$ cat src/rtl/ras_pkg.sv
// rtl/ras_pkg.sv - shared types and default sizes for the return-address-stack sequencer
package ras_pkg;

  typedef enum logic {IDLE, SPEC} ras_ctrl_state_t;

  localparam int RAS_DEPTH = 16;
  localparam int RAS_WIDTH = 32;
  localparam int RAS_ADDR  = 4;

endpackage

$ cat src/rtl/ras_occ_counter.sv
// rtl/ras_occ_counter.sv - saturating up/down occupancy counter with checkpoint load
module ras_occ_counter
  import ras_pkg::*;
#(
  parameter int DEPTH = RAS_DEPTH,
  parameter int ADDR  = RAS_ADDR
) (
  input  logic          clk,
  input  logic          rst,
  input  logic          inc,
  input  logic          dec,
  input  logic          load,
  input  logic [ADDR:0] load_val,
  output logic [ADDR:0] count
);

  localparam logic [ADDR:0] MAX = (ADDR+1)'(DEPTH);
  localparam logic [ADDR:0] ONE = 1;

  // Load wins over inc/dec; at full a push overwrites the oldest entry, so the count holds.
  always_ff @(posedge clk) begin
    if (rst) begin
      count <= '0;
    end else if (load) begin
      count <= load_val;
    end else if (inc && !dec) begin
      if (count != MAX) count <= count + ONE;
    end else if (dec && !inc) begin
      if (count != '0) count <= count - ONE;
    end
  end

endmodule

$ cat src/rtl/ras_ctrl.sv
// rtl/ras_ctrl.sv - call/return and speculative-branch sequencer for the return-address stack
module ras_ctrl
  import ras_pkg::*;
#(
  parameter int DEPTH = RAS_DEPTH,
  parameter int WIDTH = RAS_WIDTH,
  parameter int ADDR  = RAS_ADDR
) (
  input  logic             clk,
  input  logic             rst,
  input  logic             call_valid,
  input  logic [WIDTH-1:0] call_addr,
  input  logic             ret_valid,
  output logic             ev_ready,
  input  logic             br_open,
  output logic             br_ready,
  input  logic             br_valid,
  input  logic             br_invalid,
  output logic             ras_push,
  output logic             ras_pop,
  output logic             ras_branch,
  output logic             ras_close_valid,
  output logic             ras_close_invalid,
  output logic [WIDTH-1:0] ras_din,
  input  logic [WIDTH-1:0] ras_dout,
  output logic             pred_valid,
  output logic [WIDTH-1:0] pred_addr,
  output logic             pred_miss,
  output logic [ADDR:0]    occupancy
);

  ras_ctrl_state_t state;
  logic [ADDR:0]   checkpoint;
  logic            resolve;
  logic            accept_ret;

  // Resolve strobes take the cycle: decode events stall even when no branch is open.
  assign resolve    = br_valid | br_invalid;
  assign ev_ready   = !resolve;
  assign br_ready   = (state == IDLE) && !resolve;
  assign accept_ret = ret_valid && ev_ready;

  assign ras_push          = call_valid && ev_ready;
  assign ras_pop           = accept_ret && (occupancy != '0);
  assign ras_branch        = br_open && br_ready;
  assign ras_close_invalid = (state == SPEC) && br_invalid;
  assign ras_close_valid   = (state == SPEC) && br_valid && !br_invalid;
  assign ras_din           = call_addr;
  assign pred_addr         = ras_dout;

  always_ff @(posedge clk) begin
    if (rst) begin
      state      <= IDLE;
      checkpoint <= '0;
      pred_valid <= 1'b0;
      pred_miss  <= 1'b0;
    end else begin
      pred_valid <= ras_pop;
      pred_miss  <= accept_ret && (occupancy == '0);
      if (state == IDLE) begin
        if (ras_branch) begin
          checkpoint <= occupancy;
          state      <= SPEC;
        end
      end else if (resolve) begin
        state <= IDLE;
      end
    end
  end

  ras_occ_counter #(
    .DEPTH(DEPTH),
    .ADDR (ADDR)
  ) u_occ (
    .clk     (clk),
    .rst     (rst),
    .inc     (ras_push),
    .dec     (ras_pop),
    .load    (ras_close_invalid),
    .load_val(checkpoint),
    .count   (occupancy)
  );

endmodule

$ cat config.mk
export PLATFORM = sky130hd
export DESIGN_NAME = ras_ctrl
export DESIGN_NICKNAME = d
export VERILOG_FILES = /design/src/rtl/ras_pkg.sv /design/src/rtl/ras_occ_counter.sv /design/src/rtl/ras_ctrl.sv
export SDC_FILE = /design/constraint.sdc
export NUM_CORES = 1
export LEC_CHECK = 0
export ABC_AREA = 1
export ABC_CLOCK_PERIOD_IN_PS = 2900
export CAP_MARGIN = 15
export CORE_MARGIN = 2
export CORE_UTILIZATION = 27
export CTS_CLUSTER_DIAMETER = 60
export DETAILED_ROUTE_END_ITERATION = 8
export GPL_ROUTABILITY_DRIVEN = 0
export HOLD_SLACK_MARGIN = 0.08
export PLACE_DENSITY = 0.82
export SLEW_MARGIN = 20
export SYNTH_ARGS = -nofsm -noshare
export SYNTH_HDL_FRONTEND = slang
export SYNTH_SLANG_ARGS = --single-unit
export TNS_END_PERCENT = 50
$ cat constraint.sdc
create_clock -name clk -period 2.9 [get_ports clk]
set_input_delay 0.87 -clock clk [delete_from_list [all_inputs] [get_ports clk]]
set_output_delay 0.87 -clock clk [all_outputs]
set_load 0.02 [all_outputs]
# Word-level counts from Yosys, hierarchy flattened

Cells that the tools add are included.

Reduce and logical (&&, ||, !) cells: 21
Multiplexer cells: 8
Add/sub/neg operators: 2
Equality and inequality tests: 2
Bitwise operators: 2

Operator list:

| cell                                             | count |
|---|---|
| two-way mux 5 bit                                | 5 |
| logical AND 1 bit                                | 11 |
| nonzero test 3 bit                               | 2 |
| adder 5 x 1 -> 5 bit, second input constant      | 1 |
| zero test 5 bit                                  | 1 |
| inequality test 5 bit, second input constant     | 1 |
| nonzero test 5 bit                               | 1 |
| subtractor 5 x 1 -> 5 bit, second input constant | 1 |
| zero test 1 bit                                  | 4 |
| two-way mux 1 bit                                | 3 |
| inequality test 3 bit, second input constant     | 1 |
| AND reduction 3 bit                              | 1 |
| AND reduction 2 bit                              | 1 |
| NOT 1 bit                                        | 1 |
| bitwise OR 1 bit                                 | 1 |

Input bits: 71
Flip-flop bits (word level): 13
Word-level logic and storage cells: 40
Output and inout port bits: 78

# Depth between registers and ports, before layout

Gate-level depths: netlist (run 1).

Depth after elaboration: 8
Gate-level depth with buffers: 16
Mapped depth without buffers: 16

# Modules after synthesis

A second synthesis (run 1) with hierarchy kept.

Cells, all modules: 212
Area total of the unflattened synthesis: 1407.6 µm²

By module, submodules not included:

| module          | sequential area each (µm²) | cells each | times used | area each (µm²) |
|---|---|---|---|---|
| ras_ctrl        | 160.2                      | 131        | 1          | 904.6 |
| ras_occ_counter | 100.1                      | 81         | 1          | 503.0 |

# Least setup slack after synthesis (run 1)

Ideal clock, no wire load.

Path kind: input port to output port
From: input port br_valid
To: output port ras_branch
Required time: 2.030 ns
Slack: 0.353 ns
Stages on the path: 5
Arrival time: 1.677 ns
Path buffers: 0
Path through: inv_1 -> nand2_4 -> nor2_1 -> nand2_2 -> inv_2

Longest elaborated chain between the ends: 4

RTL lines:

| item              | RTL line       | source |
|---|---|---|
| start, declared   | ras_ctrl.sv:17 | `input logic br_valid,` |
| bitwise OR 1 bit  | ras_ctrl.sv:38 | `assign resolve = br_valid \| br_invalid;` |
| zero test 1 bit   | ras_ctrl.sv:40 | `assign br_ready = (state == IDLE) && !resolve;` |
| logical AND 1 bit | ras_ctrl.sv:40 |  |
| via br_ready      | ras_ctrl.sv:16 | `output logic br_ready,` |
| logical AND 1 bit | ras_ctrl.sv:45 | `assign ras_branch = br_open && br_ready;` |
| end, declared     | ras_ctrl.sv:21 | `output logic ras_branch,` |

The timed path passes the listed nets, and every way through them passes these cells.

# Worst setup path after layout (run 1)

From: input port br_invalid
To: output port ras_close_invalid

Longest elaborated chain between the ends: 1

RTL lines:

| item              | RTL line       | source |
|---|---|---|
| start, declared   | ras_ctrl.sv:18 | `input logic br_invalid,` |
| logical AND 1 bit | ras_ctrl.sv:46 | `assign ras_close_invalid = (state == SPEC) && br_invalid;` |
| end, declared     | ras_ctrl.sv:23 | `output logic ras_close_invalid,` |

Every way passes these cells.

==> impl_metrics.json, run 1 <==
{
  "outcome": "finished, final reports clean",
  "drtAntennaViolNets": 0,
  "worstSkewPairLatency_ns": 0.24,
  "worstPathArrival_ns": 1.99,
  "nFillCells": 461,
  "tightest_slew_ns": 0.299,
  "hold-path-endpoint": "checkpoint[2]$_SDFFE_PP0P_",
  "io_buffers": 20,
  "grt_pass1_wl_um": 3700,
  "yosys_warnings": 0,
  "pwr-share-comb_pct": 30.4,
  "dieArea_mm2": 0.00512,
  "die_y_um": 71.5,
  "timing.rr.end": "u_occ.count[4]$_SDFFE_PP0P_",
  "area_delta_synth_final_pct": -5.89,
  "grt_pass1_vias": 886,
  "maxCapViolCount": 0,
  "top_level_ports": 149,
  "antenna_found_initial": 0,
  "cts_tree": "done",
  "synth-main-ff-cell": "dfxtp_1",
  "worstSetupPathType": "in2out",
  "p_sw_uw": 166,
  "cp-end-kind": "primary output",
  "path_clk_slew_ns": 0.05,
  "postLayoutCellArea_mm2": 0.00116,
  "cts_buffers": 3,
  "syn-num-nets": 247,
  "viasPerCell": 4.44,
  "finalWirelength_um": 2320,
  "critPathMaxFanout": 2,
  "hold_class": "reg2reg",
  "yosys.area.top_type": "buf_4",
  "powerDensity_mw_per_mm2": 450,
  "critPathRequiredTime_ns": 2.03,
  "drv_slew": 0,
  "rows": 24,
  "async_reset_ff_share_pct": 0,
  "rsz0062_at_grt": "true",
  "internal_power_uw": 355,
  "max-slew-margin-rel_pct": 79.9,
  "ctsHtreeMaxLevel": 1,
  "grt_max_degree": 9,
  "ys_types": 19,
  "post_synth.cell_area_avg_um2": 7.16,
  "first_pass_iters": 4,
  "seqPwrFrac_pct": 38.9,
  "layout-drive-gt1-share_pct": 28.3,
  "clockRootBuffer": "clkbuf_8",
  "route.detailed.drc": 0,
  "synthTopCellsByArea": "buf_4 39%, dfxtp_1 21%, o21ai_0 5.3%",
  "skew_ns": 0.00869,
  "place_area_mm2": 0.00111,
  "core_area_mm2": 0.00438,
  "fin_crit_sh_pct": 98.6,
  "setup-tns-final_ns": 0,
  "setup.worst_path.start_class": "primary input",
  "clock-sinks": 13,
  "min_delay_path_depth": 2,
  "synth-seq-cells": 13,
  "yosysMostFrequentCell": "buf_4",
  "antenna_cells": 0,
  "r2r_start": "u_occ.count[0]$_SDFFE_PP0P_",
  "cts_hold_buf": 0,
  "synth_edf_count": 0,
  "vias": 874,
  "setup_violations": 0,
  "reg2regPathDepth": 16,
  "postCtsSetupBuffers": 0,
  "die_x_um": 71.5,
  "syn_inst": 172,
  "min_period_ns": 2.86,
  "dr.first_iter.drc_count": 28,
  "peakVddDrop_mv": 0.124,
  "max_freq_mhz": 350,
  "synthTopCellsByCount": "64 x buf_4, 16 x nand2_1, 13 x dfxtp_1, 13 x nor2_1, 13 x o21ai_0",
  "start_util_pct": 28.1,
  "hpwl_um": 1830,
  "p_clk_share_pct": 30.7,
  "finalHoldViolCount": 0,
  "overflow": 0,
  "syn_area_mm2": 0.00123,
  "nets": 221,
  "ctsLongestPathBuffers": 2,
  "p_leak_uw": 0.000550,
  "netSwitchingFraction_pct": 31.9,
  "hold_start": "checkpoint[2]$_SDFFE_PP0P_",
  "detail_route.wl_per_cell_um": 11.8,
  "grtUsageTotal_pct": 9.20,
  "synth_top_area_share_pct": 39.0,
  "reg2reg_setup_slack_ns": 0.84,
  "synth-seq-area-share_pct": 21.1
}
-- state kept, by name (all words and copies together), names as in the netlist --
| name | count |
|---|---|
| checkpoint | 5 |
| u_occ.count | 5 |
| pred_miss | 1 |
| pred_valid | 1 |
| state | 1 |
-- routing by layer --
layer / GRT usage (%) / vias up / wire [um]
li1: - / 420 / -
met1: 7.73 / 394 / 769
met2: 16.4 / 40 / 1190
met3: 4.36 / 20 / 279
met4: 7.34 / 0 / 81
met5: 0 / - / 0
-- logic make-up after synthesis --
family / Yosys count / share of synthesized area, %
flip-flops: 13 / 21.1
adder cells (fa/ha/maj): 4 / 4.68
buffers and inverters: 82 / 44.5
AND/OR/NAND/NOR: 49 / 19.6
AO/OA/AOI/OAI: 24 / 10.1
-- worst max-delay path by stage --
stage / startpoint / to / slack, ns / depth (start not counted)
6_report: br_invalid / ras_close_invalid / 0.04 / 5
2_1_floorplan: br_valid / ras_branch / 0.35 / 5
5_1_grt: br_valid / u_occ.count[4]$_SDFFE_PP0P_ / -0.03 / 18
3_3_place_gp: br_valid / ras_branch / -0.32 / 7
4_1_cts: br_invalid / ras_push / 0.000008 / 6
3_5_place_dp: br_invalid / ras_branch / -0.35 / 7
-- cells in the final DEF, fill, tap and decap left out --
cell type	n
a21oi_1	10
a21oi_2	1
buf_2	1
buf_4	12
buf_6	1
clkbuf_2	2
clkbuf_8	3
clkdlybuf4s15_2	1
clkdlybuf4s50_1	13
clkinv_2	1
dfxtp_1	13
dlygate4sd2_1	3
fa_1	1
ha_1	3
inv_1	11
inv_2	7
nand2_1	16
nand2_2	3
nand2_4	2
nand3_1	7
nand3_2	2
nor2_1	12
nor2_2	3
nor2_4	2
nor3_1	1
nor4_1	1
o21ai_0	13
-- per-stage QoR --
step / cells / total power, uW / hold WS (ns) / utilization (%) / setup slack [ns]
after CTS: 197 / 522 / 0.450 / 26.5 / 0.00000799
after global placement: 193 / 360 / 0.435 / 25.4 / -0.315
after floorplan: 172 / 427 / 0.424 / - / 0.353
after global routing: 197 / 552 / 0.479 / 26.4 / -0.0258
final: 197 / 521 / 0.447 / 26.4 / 0.0408
after detailed placement: 193 / 364 / 0.442 / 25.4 / -0.350
-- critical path, cell delays in order --
cell,delay [ns]
clkdlybuf4s50_1,0.50
buf_4,0.13
nand2_1,0.06
inv_1,0.09
dlygate4sd2_1,0.34
-- layout make-up --
type                    count  area, um2  share of cell area, %
clock buffers               3       41.3                   3.56
clock inverters             1       5.00                  0.432
inverters                  18       67.6                   5.83
multi-input cells          77        435                   37.6
flip-flops and latches     13        260                   22.5
well taps                  52       65.1                   5.62
repair buffers             33        284                   24.5
-- power by group through the flow --
| stage | clock [uW] | combinational (uW) | sequential (uW) |
|---|---|---|---|
| 6_report | 160 | 159 | 202 |
| 5_1_grt | 171 | 177 | 204 |
| 4_1_cts | 163 | 157 | 202 |
| 3_5_place_dp | 0 | 158 | 206 |
| 3_3_place_gp | 0 | 154 | 206 |
| 2_1_floorplan | 0 | 215 | 213 |
-- repair_timing --
action	CTS	global route
setup endpoints to repair	7	5
pin swaps	0	2
resized for setup	14	7
Note: power is estimated with default switching activity, not from simulation.
==> run 2: changes to the inputs <==
--- a/config.mk
+++ b/config.mk
@@ -15,6 +15,8 @@
 export GPL_ROUTABILITY_DRIVEN = 0
 export HOLD_SLACK_MARGIN = 0.08
 export PLACE_DENSITY = 0.82
+export RECOVER_POWER = 25
+export SKIP_LAST_GASP = 1
 export SLEW_MARGIN = 20
 export SYNTH_ARGS = -nofsm -noshare
 export SYNTH_HDL_FRONTEND = slang
==> run 2 against run 1 <==
Register-to-register slack worse by 0.03 ns. Highest routed layer unchanged. Combinational power hardly changed. Fmax is 0.42% higher. Final cell count stayed put. Largest power group unchanged. Critical endpoint is now ras_pop. Setup slack better by 0.012 ns. Clock power hardly changed. Utilization is 0.43 points higher. Sequential share of layout area is 0.36 points lower. Sequential cell count stayed put.
==> impl_metrics.json, run 2 (synthesized netlist as in run 1, its figures left out) <==
{
  "outcome": "finished, final reports clean",
  "worstPathArrival_ns": 1.98,
  "peakVddDrop_mv": 0.124,
  "grt_pass1_wl_um": 3700,
  "hold_class": "reg2reg",
  "postCtsSetupBuffers": 0,
  "p_leak_uw": 0.000595,
  "rows": 24,
  "multi_input_area_um2": 433,
  "max-slew-margin-rel_pct": 79.8,
  "tightest_slew_ns": 0.301,
  "clock-sinks": 13,
  "p_total_uw": 522,
  "cp-end-kind": "primary output",
  "finalWirelength_um": 2340,
  "min_period_ns": 2.85,
  "antenna_found_initial": 0,
  "grt_max_degree": 9,
  "start_util_pct": 28.1,
  "powerDensity_mw_per_mm2": 443,
  "skew_ns": 0.00885,
  "critPathRequiredTime_ns": 2.03,
  "hpwl_um": 1830,
  "antenna_cells": 0,
  "viasPerCell": 4.43,
  "top_level_ports": 149,
  "crit_path_cell_trace": "clkdlybuf4s50_1, inv_1, nor2_4, nand2_2, inv_1, dlygate4sd2_1",
  "clockRootBuffer": "clkbuf_8",
  "fin_crit_sh_pct": 98.2,
  "cts_hold_buf": 0,
  "dr.first_iter.drc_count": 28,
  "die_y_um": 71.5,
  "reg_top3": "checkpoint x5, u_occ.count x5",
  "vias": 873,
  "grtUsageTotal_pct": 9.20,
  "first_pass_iters": 4,
  "reg2reg_setup_slack_ns": 0.81,
  "finalHoldViolCount": 0,
  "cts_buffers": 3,
  "final_cell_mix": "16 x nand2_1, 13 x nor2_1, 13 x o21ai_0, 13 x dfxtp_1, 12 x buf_4",
  "layout_commonest_cell": "nand2_1",
  "area_delta_synth_final_pct": -4.37,
  "postLayoutCellArea_mm2": 0.00118,
  "dieArea_mm2": 0.00512,
  "overflow": 0,
  "drv_slew": 0,
  "setup_violations": 0,
  "route.detailed.drc": 0,
  "critPathMaxStageDelay_ns": 0.46,
  "worstSetupPathType": "in2out",
  "critPathMaxFanout": 2,
  "die_x_um": 71.5,
  "nets": 221,
  "rsz0062_at_grt": "false",
  "cts_tree": "done",
  "path_clk_slew_ns": 0.05,
  "place_area_mm2": 0.00111,
  "max_freq_mhz": 351,
  "dp_cells": 193,
  "grt_pass1_vias": 885,
  "io_buffers": 20,
  "ctsLongestPathBuffers": 2,
  "fin_cells": 197,
  "setup.worst_path.start_class": "primary input",
  "crit_top_cell": "inv_1",
  "register_area_um2": 260,
  "layout-drive-gt1-share_pct": 26.9,
  "setup-tns-final_ns": 0,
  "drtAntennaViolNets": 0,
  "core_area_mm2": 0.00438,
  "critPathSlowestCell": "clkdlybuf4s50_1",
  "maxCapViolCount": 0,
  "ctsHtreeMaxLevel": 1,
  "nFillCells": 459,
  "worstSkewPairLatency_ns": 0.25,
  "detail_route.wl_per_cell_um": 11.9
}
-- run 2: cell count changes in the layout (fill, tap and decap cells not counted), sizes merged --
| cell | delta |
|---|---|
| clkdlybuf4s15 | +1 |
| buf | -1 |
| clkdlybuf4s50 | -4 |
| clkbuf | -1 |
| dlymetal6s2s | +4 |
| dlygate4sd3 | +2 |
| dlygate4sd2 | -1 |
-- run 2: repair_timing --
| action | CTS | global route |
|---|---|---|
| gates resized for setup | 8 | 11 |
| setup endpoints to repair | 7 | 8 |
| pin swaps | 0 | 2 |
| cloned | 0 | 0 |
-- run 2: worst max-delay path: cells and delay by family --
kind | cells | cell delay, ns
and+or+nand+nor | 2 | 0.19
buffers and inverters | 4 | 0.92
-- run 2: final cells by class --
type | count | share of cell area, %
well taps | 52 | 5.53
clock inverters | 1 | 0.425
repair buffers | 33 | 25.9
inverters | 18 | 5.74
flip-flops and latches | 13 | 22.1
clock buffers | 3 | 3.51
multi-input cells | 77 | 36.8
-- run 2: per-stage QoR --
step / utilization [%] / worst slack [ns] / hold slack (ns)
6_report: 26.9 / 0.0527 / 0.447
5_1_grt: 26.9 / 0.0107 / 0.479
4_1_cts: 26.4 / -0.156 / 0.450
3_5_place_dp: 25.4 / -0.350 / 0.442
3_3_place_gp: 25.4 / -0.315 / 0.435
2_1_floorplan: - / 0.353 / 0.424
-- run 2: final timing paths --
path	start	end	cells past startpoint
worst min-delay path	checkpoint[2]$_SDFFE_PP0P_	checkpoint[2]$_SDFFE_PP0P_	2
worst max register to register	u_occ.count[0]$_SDFFE_PP0P_	u_occ.count[4]$_SDFFE_PP0P_	16
worst max-delay path	ret_valid	ras_pop	6
worst min register to register	checkpoint[2]$_SDFFE_PP0P_	checkpoint[2]$_SDFFE_PP0P_	2
-- run 2: power breakdown --
group	switching, uW	internal [uW]	leakage, uW
logic	88.7	69.8	0.000463
registers	12.3	190	0.000106
clock network	66.4	94.8	0.0000255
-- run 2: routing by layer --
layer / share of wire [%] / track usage, % / vias to the layer above
met1: 34 / 7.73 / 396
met2: 51 / 16.4 / 37
met3: 11 / 4.36 / 20
met4: 3.3 / 7.34 / 0
met5: 0 / 0 / -
li1: - / - / 420
==> run 3: changes to the inputs <==
--- a/config.mk
+++ b/config.mk
@@ -10,6 +10,7 @@
 export CAP_MARGIN = 15
 export CORE_MARGIN = 2
 export CORE_UTILIZATION = 27
+export CTS_BUF_LIST = sky130_fd_sc_hd__clkbuf_8
 export CTS_CLUSTER_DIAMETER = 60
 export DETAILED_ROUTE_END_ITERATION = 8
 export GPL_ROUTABILITY_DRIVEN = 0
@@ -21,4 +22,3 @@
 export SYNTH_ARGS = -nofsm -noshare
 export SYNTH_HDL_FRONTEND = slang
 export SYNTH_SLANG_ARGS = --single-unit
-export TNS_END_PERCENT = 50
==> run 3 against run 2 <==
Total power barely moved. Combinational power barely moved. Highest routed layer unchanged. Sequential power barely moved. Count of clock-buffer cells in the layout did not move. Largest cell class unchanged. Clock skew barely moved. Utilization fell by 0.26 points. Global-route usage did not move. Critical path type unchanged. Critical endpoint unchanged. Sequential cell count did not move. Die area did not move.
==> impl_metrics.json, run 3 (synthesized netlist as in run 1, its figures left out) <==
{
  "grt_pass1_wl_um": 3700,
  "critPathRequiredTime_ns": 2.03,
  "path_clk_slew_ns": 0.05,
  "drv_slew": 0,
  "outcome": "finished, final reports clean",
  "tightest_slew_ns": 0.306,
  "critPathMaxStageDelay_ns": 0.48,
  "skew_ns": 0.00872,
  "p_leak_uw": 0.000567,
  "antenna_cells": 0,
  "powerDensity_mw_per_mm2": 447,
  "finalHoldViolCount": 0,
  "worstSetupPathType": "in2out",
  "first_pass_iters": 4,
  "timing.rr.end": "u_occ.count[4]$_SDFFE_PP0P_",
  "io_buffers": 20,
  "viasPerCell": 4.45,
  "dr.first_iter.drc_count": 24,
  "r2r_start": "u_occ.count[0]$_SDFFE_PP0P_",
  "hold_class": "reg2reg",
  "crit_path_cell_trace": "clkdlybuf4s50_1, inv_1, nor2_4, nand2_2, inv_1, clkdlybuf4s15_1",
  "setup.worst_path.start_class": "primary input",
  "multi_input_area_um2": 433,
  "dieArea_mm2": 0.00512,
  "register_area_um2": 260,
  "layout-drive-gt1-share_pct": 27.6,
  "cp-end-kind": "primary output",
  "cts_tree": "done",
  "critPathSlowestCell": "clkdlybuf4s50_1",
  "place_area_mm2": 0.00111,
  "crit_top_cell": "inv_1",
  "min_period_ns": 2.84,
  "overflow": 0,
  "min_delay_path_depth": 2,
  "clockRootBuffer": "clkbuf_8",
  "cts_buffers": 3,
  "start_util_pct": 28.1,
  "postCtsSetupBuffers": 0,
  "rows": 24,
  "fin_crit_sh_pct": 97.9,
  "setup-tns-final_ns": 0,
  "critPathMaxFanout": 2,
  "postLayoutCellArea_mm2": 0.00117,
  "peakVddDrop_mv": 0.124,
  "die_y_um": 71.5,
  "worstSkewPairLatency_ns": 0.25,
  "grt_pass1_vias": 886,
  "core_area_mm2": 0.00438,
  "startpoint": "ret_valid",
  "route.detailed.drc": 0,
  "ctsHtreeMaxLevel": 1,
  "grtUsageTotal_pct": 9.20,
  "critPathCapture": "ras_pop",
  "clock-sinks": 13,
  "die_x_um": 71.5,
  "detail_route.wl_per_cell_um": 11.9,
  "max-slew-margin-rel_pct": 79.4,
  "nets": 221,
  "reg2regPathDepth": 16,
  "area_delta_synth_final_pct": -5.28,
  "layout_commonest_cell": "nand2_1",
  "setup_violations": 0,
  "reg2reg_setup_slack_ns": 0.82,
  "antenna_found_initial": 0,
  "worstPathArrival_ns": 1.97,
  "final_cell_mix": "16 x nand2_1, 13 x nor2_1, 13 x o21ai_0, 13 x dfxtp_1, 12 x buf_4",
  "reg_top3": "checkpoint x5, u_occ.count x5",
  "post-route-util_pct": 26.6,
  "hpwl_um": 1830,
  "nFillCells": 462,
  "ctsLongestPathBuffers": 2,
  "finalWirelength_um": 2350,
  "drtAntennaViolNets": 0,
  "max_freq_mhz": 352,
  "vias": 876,
  "top_level_ports": 149,
  "maxCapViolCount": 0,
  "grt_max_degree": 9
}
==> run 3: cell types whose count changed in the layout (fill, tap and decap cells not counted), sizes merged <==
cell          previous run  this run
clkbuf                   4         5
dlygate4sd2              2         3
dlymetal6s2s             4         2
==> run 3: area by class of cell <==
| cell class | instances | area share [%] |
|---|---|---|
| clock inverters | 1 | 0.429 |
| flip-flops and latches | 13 | 22.3 |
| inverters | 18 | 5.79 |
| repair buffers | 33 | 25.2 |
| clock buffers | 3 | 3.54 |
| well taps | 52 | 5.58 |
| multi-input cells | 77 | 37.1 |
==> run 3: how the worst min path moves through the flow <==
stage                               start                         end  slack (ns)
3_3_place_gp   checkpoint[2]$_SDFFE_PP0P_  checkpoint[2]$_SDFFE_PP0P_        0.44
2_1_floorplan  checkpoint[0]$_SDFFE_PP0P_  checkpoint[0]$_SDFFE_PP0P_        0.42
5_1_grt        checkpoint[2]$_SDFFE_PP0P_  checkpoint[2]$_SDFFE_PP0P_        0.48
6_report       checkpoint[2]$_SDFFE_PP0P_  checkpoint[2]$_SDFFE_PP0P_        0.45
3_5_place_dp   checkpoint[2]$_SDFFE_PP0P_  checkpoint[2]$_SDFFE_PP0P_        0.44
4_1_cts        checkpoint[2]$_SDFFE_PP0P_  checkpoint[2]$_SDFFE_PP0P_        0.45
==> run 3: metal layers <==
metal  vias to the layer above  part of all wire [%]  track usage (%)
met5                         -                     0                0
met4                         0                   3.8             7.34
met3                        21                    12             4.36
met2                        37                    51             16.4
met1                       398                    33             7.73
li1                        420                     -                -
==> run 3: critical path, delay by kind of cell <==
family                 cells  cell delay, ns
buffers and inverters      4            0.91
and+or+nand+nor            2            0.19
==> run 3: power breakdown <==
| group | switching, uW | internal (uW) |
|---|---|---|
| Sequential | 12.3 | 190 |
| Clock | 66.4 | 94.8 |
| Combinational | 88.8 | 69.3 |
==> run 3: through the flow <==
step	worst slack (ns)	hold WS, ns	power, uW	std cells
global route	-0.0242	0.479	551	197
floorplan	0.353	0.424	427	172
detailed placement	-0.350	0.442	364	193
CTS	-0.0837	0.450	521	197
finish	0.0618	0.446	522	197
global placement	-0.315	0.435	360	193
==> run 3: timing repair <==
action,4_1_cts,5_1_grt
gates resized for setup,11,10
setup endpoints to repair,7,6
hold buffers,0,0
pin swaps,0,2
